--- src/rtl/dff_share_arb_pkg.sv ---
// Shared definitions for the shared-register arbiter: FSM encoding, counter
// width and a helper for sizing requester index fields.
package dff_share_arb_pkg;

  typedef enum logic [1:0] {
    ST_IDLE  = 2'd0,
    ST_GRANT = 2'd1,
    ST_ACK   = 2'd2
  } state_e;

  localparam int WR_CNT_W = 8;

  // Index width for n requesters; never below one bit.
  function automatic int idx_width(input int n);
    return (n > 1) ? $clog2(n) : 1;
  endfunction

endpackage

--- src/rtl/dff_share_arb_rr_pick.sv ---
// Round-robin picker: returns the first asserted request at or after ptr,
// wrapping modulo N_REQ, as both a one-hot vector and a binary index.
module rr_pick
  import dff_share_arb_pkg::*;
#(
  parameter int N_REQ = 4,
  parameter int IDX_W = idx_width(N_REQ)
) (
  input  logic [N_REQ-1:0] req,
  input  logic [IDX_W-1:0] ptr,
  output logic [N_REQ-1:0] onehot,
  output logic [IDX_W-1:0] idx,
  output logic             any
);

  assign any = |req;

  // Scan requesters starting at ptr; the first hit wins.
  always_comb begin
    logic [IDX_W:0]   raw_v;
    logic [IDX_W:0]   sum_v;
    logic [IDX_W-1:0] pos_v;
    logic             found_v;
    onehot  = '0;
    idx     = '0;
    found_v = 1'b0;
    raw_v   = '0;
    sum_v   = '0;
    pos_v   = '0;
    for (int off = 0; off < N_REQ; off++) begin
      raw_v = {1'b0, ptr} + (IDX_W+1)'(off);
      // ptr and off are both below N_REQ, so one subtraction wraps fully.
      sum_v = (raw_v >= (IDX_W+1)'(N_REQ)) ? (raw_v - (IDX_W+1)'(N_REQ)) : raw_v;
      pos_v = sum_v[IDX_W-1:0];
      if (!found_v && req[pos_v]) begin
        found_v       = 1'b1;
        onehot[pos_v] = 1'b1;
        idx           = pos_v;
      end else begin
        found_v = found_v;
      end
    end
  end

endmodule

--- src/rtl/dff_share_arb.sv ---
// Shared data register written by N_REQ requesters through a round-robin
// IDLE -> GRANT -> ACK handshake. All outputs come straight from registers.
module dff_share_arb
  import dff_share_arb_pkg::*;
#(
  parameter int N_REQ = 4,
  parameter int WIDTH = 8
) (
  input  logic                   clk,
  input  logic                   rst,
  input  logic [N_REQ-1:0]       req,
  input  logic [N_REQ*WIDTH-1:0] d_in,
  output logic [N_REQ-1:0]       gnt,
  output logic [N_REQ-1:0]       ack,
  output logic [WIDTH-1:0]       q,
  output logic                   q_valid,
  output logic                   busy,
  output logic [WR_CNT_W-1:0]    wr_count
);

  localparam int IDX_W = idx_width(N_REQ);

  state_e              state_q;
  logic [N_REQ-1:0]    gnt_q;
  logic [N_REQ-1:0]    ack_q;
  logic [WIDTH-1:0]    q_q;
  logic                q_valid_q;
  logic                busy_q;
  logic [WR_CNT_W-1:0] wr_count_q;
  logic [IDX_W-1:0]    rr_ptr_q;
  logic [IDX_W-1:0]    idx_q;

  logic [N_REQ-1:0]    pick_onehot_s;
  logic [IDX_W-1:0]    pick_idx_s;
  logic                pick_any_s;
  logic                req_held_s;
  logic [IDX_W-1:0]    ptr_next_s;
  logic [WIDTH-1:0]    d_slice_s [N_REQ];

  for (genvar g = 0; g < N_REQ; g++) begin : g_slice
    assign d_slice_s[g] = d_in[g*WIDTH +: WIDTH];
  end

  rr_pick #(
    .N_REQ (N_REQ),
    .IDX_W (IDX_W)
  ) u_rr_pick (
    .req    (req),
    .ptr    (rr_ptr_q),
    .onehot (pick_onehot_s),
    .idx    (pick_idx_s),
    .any    (pick_any_s)
  );

  // The granted requester is still asserting its request.
  assign req_held_s = |(req & gnt_q);
  assign ptr_next_s = (idx_q == IDX_W'(N_REQ-1)) ? '0 : (idx_q + IDX_W'(1));

  // Arbitration FSM with registered grant/ack, data register and write counter.
  always_ff @(posedge clk) begin
    if (rst) begin
      state_q    <= ST_IDLE;
      gnt_q      <= '0;
      ack_q      <= '0;
      q_q        <= '0;
      q_valid_q  <= 1'b0;
      busy_q     <= 1'b0;
      wr_count_q <= '0;
      rr_ptr_q   <= '0;
      idx_q      <= '0;
    end else begin
      case (state_q)
        ST_IDLE: begin
          ack_q <= '0;
          if (pick_any_s) begin
            gnt_q   <= pick_onehot_s;
            idx_q   <= pick_idx_s;
            busy_q  <= 1'b1;
            state_q <= ST_GRANT;
          end else begin
            gnt_q   <= '0;
            busy_q  <= 1'b0;
            state_q <= ST_IDLE;
          end
        end
        ST_GRANT: begin
          gnt_q <= '0;
          if (req_held_s) begin
            // Data is taken as it stands on this edge, not at grant time.
            q_q        <= d_slice_s[idx_q];
            q_valid_q  <= 1'b1;
            ack_q      <= gnt_q;
            wr_count_q <= wr_count_q + WR_CNT_W'(1'b1);
            busy_q     <= 1'b1;
            state_q    <= ST_ACK;
          end else begin
            // Requester withdrew: drop the grant, keep priority where it was.
            ack_q   <= '0;
            busy_q  <= 1'b0;
            state_q <= ST_IDLE;
          end
        end
        ST_ACK: begin
          ack_q    <= '0;
          gnt_q    <= '0;
          rr_ptr_q <= ptr_next_s;
          busy_q   <= 1'b0;
          state_q  <= ST_IDLE;
        end
        default: begin
          gnt_q   <= '0;
          ack_q   <= '0;
          busy_q  <= 1'b0;
          state_q <= ST_IDLE;
        end
      endcase
    end
  end

  assign gnt      = gnt_q;
  assign ack      = ack_q;
  assign q        = q_q;
  assign q_valid  = q_valid_q;
  assign busy     = busy_q;
  assign wr_count = wr_count_q;

endmodule

--- config.mk ---
export PLATFORM = sky130hd
export DESIGN_NAME = dff_share_arb
export DESIGN_NICKNAME = d
export VERILOG_FILES = /design/src/rtl/dff_share_arb_pkg.sv /design/src/rtl/dff_share_arb_rr_pick.sv /design/src/rtl/dff_share_arb.sv
export SDC_FILE = /design/constraint.sdc
export NUM_CORES = 1
export LEC_CHECK = 0
export CORE_UTILIZATION = 40
export DETAILED_ROUTE_END_ITERATION = 8
export PLACE_DENSITY = 0.76
export SLEW_MARGIN = 20
export SYNTH_ARGS = -nofsm -noshare
export SYNTH_HDL_FRONTEND = slang
export SYNTH_HIERARCHICAL = 1
export SYNTH_SLANG_ARGS = --single-unit
--- constraint.sdc ---
create_clock -name clk -period 2.6 [get_ports clk]
set_clock_uncertainty 0.2 [all_clocks]
set_input_delay 0.26 -clock clk [delete_from_list [all_inputs] [get_ports clk]]
set_output_delay 0.26 -clock clk [all_outputs]
set_load 0.01 [all_outputs]
# After elaboration in Yosys (flattened, before gate mapping)

Cells that the tools add are included.

$add $sub $neg: 9
$lt $le $gt $ge: 13
Equality and inequality tests: 3
Multiplexer cells: 41
Bitwise gates (word level): 9
Reductions and logical operators: 17

Operators by type and width:

| operator                                                   | number |
|---|---|
| two-way mux 2 bit                                          | 10 |
| binary-select mux 8 bit (select 2 bit)                     | 1 |
| two-way mux 4 bit                                          | 4 |
| two-way mux 8 bit                                          | 2 |
| two-way mux 1 bit                                          | 14 |
| >= comparator 3 bit, second input constant                 | 4 |
| less-than comparator 2 x 3 -> 1 bit, second input constant | 4 |
| OR 4 bit                                                   | 3 |
| adder 8 x 1 -> 8 bit, second input constant                | 1 |
| binary-select mux 1 bit (select 2 bit)                     | 4 |
| demux 1 bit (select 2 bit)                                 | 4 |
| >= comparator 2 x 1 -> 1 bit, second input constant        | 4 |
| OR reduction 4 bit                                         | 2 |
| subtractor 2 x 1 -> 2 bit, second input constant           | 4 |
| logical AND 1 bit                                          | 7 |
| adder 2 x 2 -> 3 bit, second input constant                | 2 |
| OR reduction 3 bit                                         | 2 |
| bitwise AND 4 bit                                          | 1 |
| == test 2 bit, second input constant                       | 2 |
| NOT 1 bit                                                  | 4 |
| one-hot mux 2 bit (2 select lines)                         | 1 |
| AND reduction 2 bit                                        | 2 |
| adder 2 x 1 -> 3 bit, second input constant                | 1 |
| >= comparator 2 x 3 -> 1 bit, second input constant        | 1 |
| 6 further kinds                                            | 8 |

Flip-flop bits (word level): 32
Input bits: 38
Word-level logic and storage cells: 101

# Longest topological paths before layout

Gate-level depths: netlist of the first run.

Word-level depth: 14
Depth in mapped cells: 10
Mapped depth without buffers: 9

# Cells and area by module

Netlist of the first run, hierarchy kept.

Modules (own cells, without submodules):

| module        | instances | cells an instance | area each (sq um) | seq. area each (sq um) |
|---|---|---|---|---|
| dff_share_arb | 1         | 135               | 1342.5            | 640.6 |
| rr_pick       | 1         | 47                | 426.7             | 0.0 |

# Least setup slack after synthesis of the first run

No wires, ideal clock.

Path kind: register -> register
From: register rr_ptr_q[0]
To: register idx_q[1]
Arrival: 2.249 ns
Data required time: 2.330 ns
Path slack: 0.080 ns
Cell stages (with the launch flop): 11
Buffers on the path: 1
Period minus slack after synthesis: 2.520 ns
Cell sequence: dfxtp_1 > buf_2 > inv_1 > ha_1 > mux4_2 > nor2b_4 > o21ai_1 > and3_1 > o22ai_1 > nand3_1 > a21oi_1

Longest elaborated chain between the ends: 14
Elaborated cells between the ends (all ways): 36

RTL lines:

| what                                                          | line                        | source |
|---|---|---|
| start, declared                                               | dff_share_arb.sv:30         | `logic [IDX_W-1:0] rr_ptr_q;` |
| start signal, assigned                                        | dff_share_arb.sv:106        | `rr_ptr_q <= ptr_next_s;` |
| branches (longest 13 deep; another with adder 2 x 1 -> 3 bit) | -                           |  |
| two-way mux 2 bit *                                           | dff_share_arb_rr_pick.sv:35 | `if (!found_v && req[pos_v]) begin` |
| via pick_idx_s[1]                                             | dff_share_arb.sv:34         | `logic [IDX_W-1:0] pick_idx_s;` |
| end signal, assigned                                          | dff_share_arb.sv:77         | `idx_q <= pick_idx_s;` |
| end, declared                                                 | dff_share_arb.sv:31         | `logic [IDX_W-1:0] idx_q;` |

Mark *: on every way through the listed nets, which the timed path passes. The select of a mux whose other input is x is not followed.
A chain may end at the register's enable or synchronous reset.

# Worst setup path in the final report of the first run

From: register rr_ptr_q[1]
To: register idx_q[1]

The elaborated chain is that of the path after synthesis.

==> results.py, run 1 <==
metrics = {
    "sta": {
        "relSlewSlack_pct": 36.53,
        "tns_ns": 0,
        "hold-worst-slack_ns": 0.2555,
        "period_share_pct": 87.04,
        "drv_slew": 0,
        "final-setup-viol-count": 0,
        "finalHoldViolCount": 0,
        "rsz0062_at_grt": "no",
        "worst_slew_pin_slew_ns": 0.9521,
        "max_freq_ghz": 0.4419,
        "min_period_ns": 2.263,
    },
    "synthesis": {
        "synthTopCellsByArea": "dfxtp_1 (36%), mux4_2 (14%), nand2_1 (5.3%), ha_1 (5.0%), a21oi_1 (4.8%)",
        "synth_top_area_share_pct": 36.21,
        "ys_warn_count": 6,
        "ys_ff_latch": 32,
        "avgSynthCellArea_um2": 9.721,
        "ys_seq_area_share_pct": 36.21,
        "syn_inst": 182,
        "synth_largest_area_cell": "dfxtp_1",
        "netlist_area_um2": 1769,
        "yosysUniqueCellTypes": 39,
        "syn-num-nets": 227,
    },
    "global_route": {
        "antenna_found_initial": 0,
        "grt_usage_pct": 18.75,
        "grt_max_degree": 16,
        "grt_pass1_vias": 1379,
        "grt_pass1_wl_mm": 6.403,
        "overflow": 0,
    },
    "cells_and_area": {
        "layout_common_cells": "clkdlybuf4s50_1 (63), dfxtp_1 (32), nand2_1 (25)",
        "fin_cells": 300,
        "nFillCells": 363,
        "drive_gt1_share_pct": 12.40,
        "seq_area_um2": 640.6,
        "multi_input_area_um2": 1072,
        "finalInstanceArea_um2": 2551,
        "finish.net_count": 294,
        "antennaDiodeCount": 0,
        "area_growth_pct": 44.20,
        "final_common_cell": "clkdlybuf4s50_1",
    },
    "placement": {
        "place_area_um2": 2459,
        "io_buffers": 63,
        "gp_congestion": 0.9380,
        "dp.cells": 292,
        "dp_hpwl_mm": 3.211,
    },
    "floorplanning": {
        "num_io_pins": 64,
        "die_h_um": 68.51,
        "core_um2": 4115,
        "rows": 23,
        "die_w_um": 68.51,
        "dieArea_um2": 4693,
        "initial_utilization_pct": 42.99,
    },
    "setup_path": {
        "required_ns": 2.62,
        "critPathMaxFanout": 7,
        "path_delay_family": "adder cells",
        "crit_path_top_delay_cell": "ha_1",
        "arrival_ns": 2.28,
        "max_stage_delay_ns": 0.42,
        "critPathCaptureType": "register",
        "cp-start-kind": "register",
        "crit-reg2reg-launch": "rr_ptr_q[1]",
        "cp_num_buf_inv": 3,
        "path_depth": 9,
        "crit_path_end": "idx_q[1]",
        "reg2reg_slack_ns": 0.34,
        "timing.rr.end": "idx_q[1]",
        "startpoint": "rr_ptr_q[1]",
        "path_cells": "inv_1 > ha_1 > mux4_2 > buf_4 > nor3_4 > inv_2 > o22ai_1 > nand3_1 > a21oi_1",
        "path_class": "register to register",
        "r2r_cells": 9,
    },
    "clock_tree": {
        "cts_inserted_buffers": 5,
        "clkLatencyLatePin_ns": 0.28,
        "clockBufferDepth": 2,
        "post_cts_buffers": 0,
        "cts-root-buf": "clkbuf_8",
        "cts_resized": 0,
        "cts_tree": "built",
        "htree_levels": 2,
        "clkTransAtPathRegs_ns": 0.07,
        "ctsHoldBuffers": 0,
        "clock-sinks": 32,
    },
    "routing": {
        "drt_iter0_drc": 65,
        "route.met2.wl_mm": 2.111,
        "route.vias.total": 1575,
        "wl_met1_mm": 1.853,
        "vias_per_cell": 5.250,
        "ant_nets": 0,
        "dr.pass1.iters": 4,
        "wl_met3_um": 153,
        "routed_wl_mm": 4.181,
        "drcViolationCount": 0,
        "wl_per_cell_um": 13.94,
        "top_layer_used": "met4",
    },
    "power_and_ir_drop": {
        "power.density_nw_per_um2": 434.0,
        "p_leak_uw": 0.0008760,
        "total_power_uw": 1107,
        "peakVddDrop_mv": 0.2599,
    },
    "run": {
        "cap_viol_max_count": 0,
    },
    "min_path": {
        "min_path_type": "register to register",
    },
    "status": {
        "status": "complete, no violations",
    },
}
## metal layers
layer	global-route usage [%]	vias up
met4	7.292	0
met2	30.51	37
met3	4.770	6
met1	23.65	731
li1	-	801
met5	0	-
## registers in the layout, indices dropped and copies added (netlist names)
name / cells
q: 8
wr_count: 8
ack: 4
gnt: 4
idx_q: 2
rr_ptr_q: 2
state_q: 2
busy: 1
q_valid: 1
## worst reg2reg max path: stages, from the launching register on
cell,delay (ns)
dfxtp_1,0.33
inv_1,0.08
ha_1,0.42
mux4_2,0.38
buf_4,0.19
nor3_4,0.20
inv_2,0.05
o22ai_1,0.15
nand3_1,0.09
a21oi_1,0.12
## final cells by class
| class | count | area share [%] |
|---|---|---|
| clock buffers | 6 | 3.237 |
| clock inverters | 2 | 0.3923 |
| inverters | 4 | 0.5885 |
| multi-input cells | 138 | 42.03 |
| flip-flops and latches | 32 | 25.11 |
| well taps | 50 | 2.452 |
| repair buffers | 68 | 26.19 |
## cells in the mapped netlist (all sizes together)
cell	count
nor3	2
and2	8
a22o	1
and3	1
a211oi	3
nand3b	2
nor2b	1
xnor2	4
nand2	25
o21ai	9
or3	2
mux4	12
o22ai	1
mux2i	3
a21o	1
o21bai	1
nor2	12
or4	2
dfxtp	32
ha	7
clkbuf	4
buf	4
a22oi	10
nand2b	3
o21a	1
inv	4
nand3	5
nand4	1
and4	1
a32oi	1
o31ai	2
a21oi	17
## through the flow
stage / worst slack, ns / util (%)
finish: 0.3370 / 61.99
global route: 0.1391 / 61.99
CTS: 0.3438 / 61.99
detailed placement: 0.1584 / 59.74
global placement: 0.1939 / 59.74
floorplan: 0.08048 / -
## where the power goes
group | total, uW | internal [uW] | leakage, uW | switching [uW]
Clock | 387 | 211 | 0.0000510 | 176
Combinational | 198 | 122 | 0.000566 | 75.6
Sequential | 523 | 505 | 0.000259 | 18.2
Total | 1110 | 837 | 0.000876 | 270
## cells by family (layout without fill, tap and decap cells)
logic type               after synthesis  count (layout)  synth area share (%)
AND/OR/NAND/NOR                       65              65                 19.59
AO/OA/AOI/OAI                         47              47                 16.90
flip-flops                            32              32                 36.21
multiplexers                          15              15                 17.19
buffers and inverters                 12              80                 3.182
adder cells (fa/ha/maj)                7               7                 4.950
XOR/XNOR                               4               4                 1.980
## worst min path at each step
stage / startpoint / endpoint / cells after the start / slack (ns)
floorplan: rst / q[3] / 1 / 0.13
global placement: q[2] / q[2] / 2 / 0.24
detailed placement: q[0] / q[0] / 2 / 0.25
CTS: q[7] / q[7] / 2 / 0.26
global route: q[7] / q[7] / 2 / 0.28
finish: q[7] / q[7] / 2 / 0.26
Power figures use the tool's default switching activity.
==> inputs of run 2 (changes only) <==
ABC_AREA = 0   (was not set)
CTS_BUF_LIST = sky130_fd_sc_hd__clkbuf_8   (was not set)
GPL_TIMING_DRIVEN = 0   (was not set)
==> results.py, run 2 (same netlist as run 1, synthesis figures left out) <==
metrics = {
    "setup_path": {
        "crit-reg2reg-launch": "rr_ptr_q[0]",
        "crit_path_end": "idx_q[1]",
        "cp_num_buf_inv": 4,
        "critPathCaptureType": "register",
        "max_stage_delay_ns": 0.40,
        "arrival_ns": 2.47,
        "required_ns": 2.61,
        "crit_path_top_delay_cell": "dfxtp_4",
        "path_class": "register to register",
        "cp-start-kind": "register",
        "r2r_cells": 10,
        "path_delay_family": "buffers and inverters",
        "path_depth": 10,
        "critPathMaxFanout": 10,
        "reg2reg_slack_ns": 0.14,
        "path_cells": "buf_4 > inv_1 > ha_4 > mux4_2 > buf_4 > nor3_4 > inv_2 > o22ai_1 > nand3_1 > a21oi_1",
        "timing.rr.end": "idx_q[1]",
        "startpoint": "rr_ptr_q[0]",
        "critPathMostFrequentCell": "buf_4",
    },
    "routing": {
        "routed_wl_mm": 4.546,
        "route.vias.total": 1642,
        "drcViolationCount": 0,
        "wl_met1_mm": 2.007,
        "drt_iter0_drc": 73,
        "top_layer_used": "met4",
        "vias_per_cell": 5.331,
        "wl_met3_um": 140,
        "dr.pass1.iters": 4,
        "ant_nets": 0,
        "wl_per_cell_um": 14.76,
        "route.met2.wl_mm": 2.301,
    },
    "cells_and_area": {
        "drive_gt1_share_pct": 14.73,
        "final_common_cell": "clkdlybuf4s50_1",
        "layout_common_cells": "clkdlybuf4s50_1 (63), dfxtp_1 (30), nand2_1 (25)",
        "area_growth_pct": 47.67,
        "finish.net_count": 302,
        "utilization_pct": 63.48,
        "antennaDiodeCount": 0,
        "nFillCells": 373,
    },
    "floorplanning": {
        "core_um2": 4115,
        "die_h_um": 68.51,
        "initial_utilization_pct": 42.99,
        "num_io_pins": 64,
        "rows": 23,
        "dieArea_um2": 4693,
        "die_w_um": 68.51,
    },
    "power_and_ir_drop": {
        "total_power_uw": 1128,
        "power.density_nw_per_um2": 431.8,
        "peakVddDrop_mv": 0.3125,
        "p_leak_uw": 0.0009028,
    },
    "global_route": {
        "grt_usage_pct": 20.01,
        "grt_max_degree": 12,
        "grt_pass1_vias": 1493,
        "antenna_found_initial": 0,
        "overflow": 0,
        "grt_pass1_wl_mm": 6.906,
    },
    "placement": {
        "gp_congestion": 0.8156,
        "io_buffers": 63,
        "dp_hpwl_mm": 3.323,
        "pre_cts_ws_ns": -0.3099,
    },
    "clock_tree": {
        "htree_levels": 2,
        "clockBufferDepth": 2,
        "cts_tree": "built",
        "clock-sinks": 32,
        "cts_inserted_buffers": 5,
        "cts-root-buf": "clkbuf_8",
        "clkLatencyLatePin_ns": 0.28,
        "clkTransAtPathRegs_ns": 0.07,
    },
    "min_path": {
        "min_path_type": "register to register",
    },
    "sta": {
        "relSlewSlack_pct": 63.22,
        "worst_slew_pin_slew_ns": 0.5517,
        "finalHoldViolCount": 0,
        "hold-worst-slack_ns": 0.2587,
        "finalWorstSetupSlack_ns": 0.1405,
        "period_share_pct": 94.60,
        "max_freq_ghz": 0.4066,
        "final-setup-viol-count": 0,
        "min_period_ns": 2.459,
        "drv_slew": 0,
        "rsz0062_at_grt": "no",
    },
    "status": {
        "status": "complete, no violations",
    },
    "run": {
        "cap_viol_max_count": 0,
    },
}
==> run 2: cell types whose count changed in the layout (fill, tap and decap cells not counted), sizes merged <==
cell,change
clkbuf,+4
buf,+4
==> run 2: worst min-delay path by stage <==
| stage | from | endpoint | depth (start not counted) |
|---|---|---|---|
| final | q[2] | q[2] | 2 |
| after global routing | q[3] | q[3] | 2 |
| after CTS | q[2] | q[2] | 2 |
| after detailed placement | q[2] | q[2] | 2 |
| after global placement | q[3] | q[3] | 2 |
| after floorplan | rst | q[3] | 1 |
==> run 2: tightest hold or removal path, delay by kind of cell, from the launching register on <==
kind / cells / cell delay (ns)
compound gates: 1 / 0.05
simple gates: 1 / 0.05
flops: 1 / 0.31
==> run 2: what timing repair did <==
action / in CTS / in global routing
gates resized for setup: 4 / 2
setup endpoints to repair: 5 / 1
buffers inserted: 2 / 3
pin swaps: 0 / 1
hold buffers: 0 / 0
==> run 2: power by group <==
| part | switching (uW) | internal (uW) |
|---|---|---|
| combinational | 89.9 | 129 |
| clock | 184 | 211 |
| sequential | 10.7 | 504 |
| total | 284 | 844 |
==> run 2: metal layers <==
layer | GRT usage, % | vias to the layer above
li1 | - | 819
met1 | 25.00 | 769
met2 | 33.09 | 44
met3 | 3.947 | 10
met4 | 9.115 | 0
met5 | 0 | -
==> run 2: cell type report <==
type                    count  area [um^2]  area share (%)
repair buffers             68        668.1           25.57
plain buffers               8        43.79           1.676
clock inverters             2        10.01          0.3831
multi-input cells         138         1085           41.52
clock buffers               6        82.58           3.161
inverters                   4        15.01          0.5747
flip-flops and latches     32        645.6           24.71
well taps                  50        62.56           2.395
==> run 2: stage by stage <==
stage / setup TNS (ns) / cells / cell area [um^2]
2_1_floorplan: 0 / 182 / 1769
3_3_place_gp: -0.3533 / 295 / 2462
3_5_place_dp: -0.4118 / 295 / 2462
4_1_cts: 0 / 305 / 2577
5_1_grt: 0 / 308 / 2613
6_report: 0 / 308 / 2613
==> inputs of run 3 (changes only) <==
CAP_MARGIN = 5   (was not set)
==> results of run 3 <==
No change in the layout: final DEF, timing and power equal those of run 2.
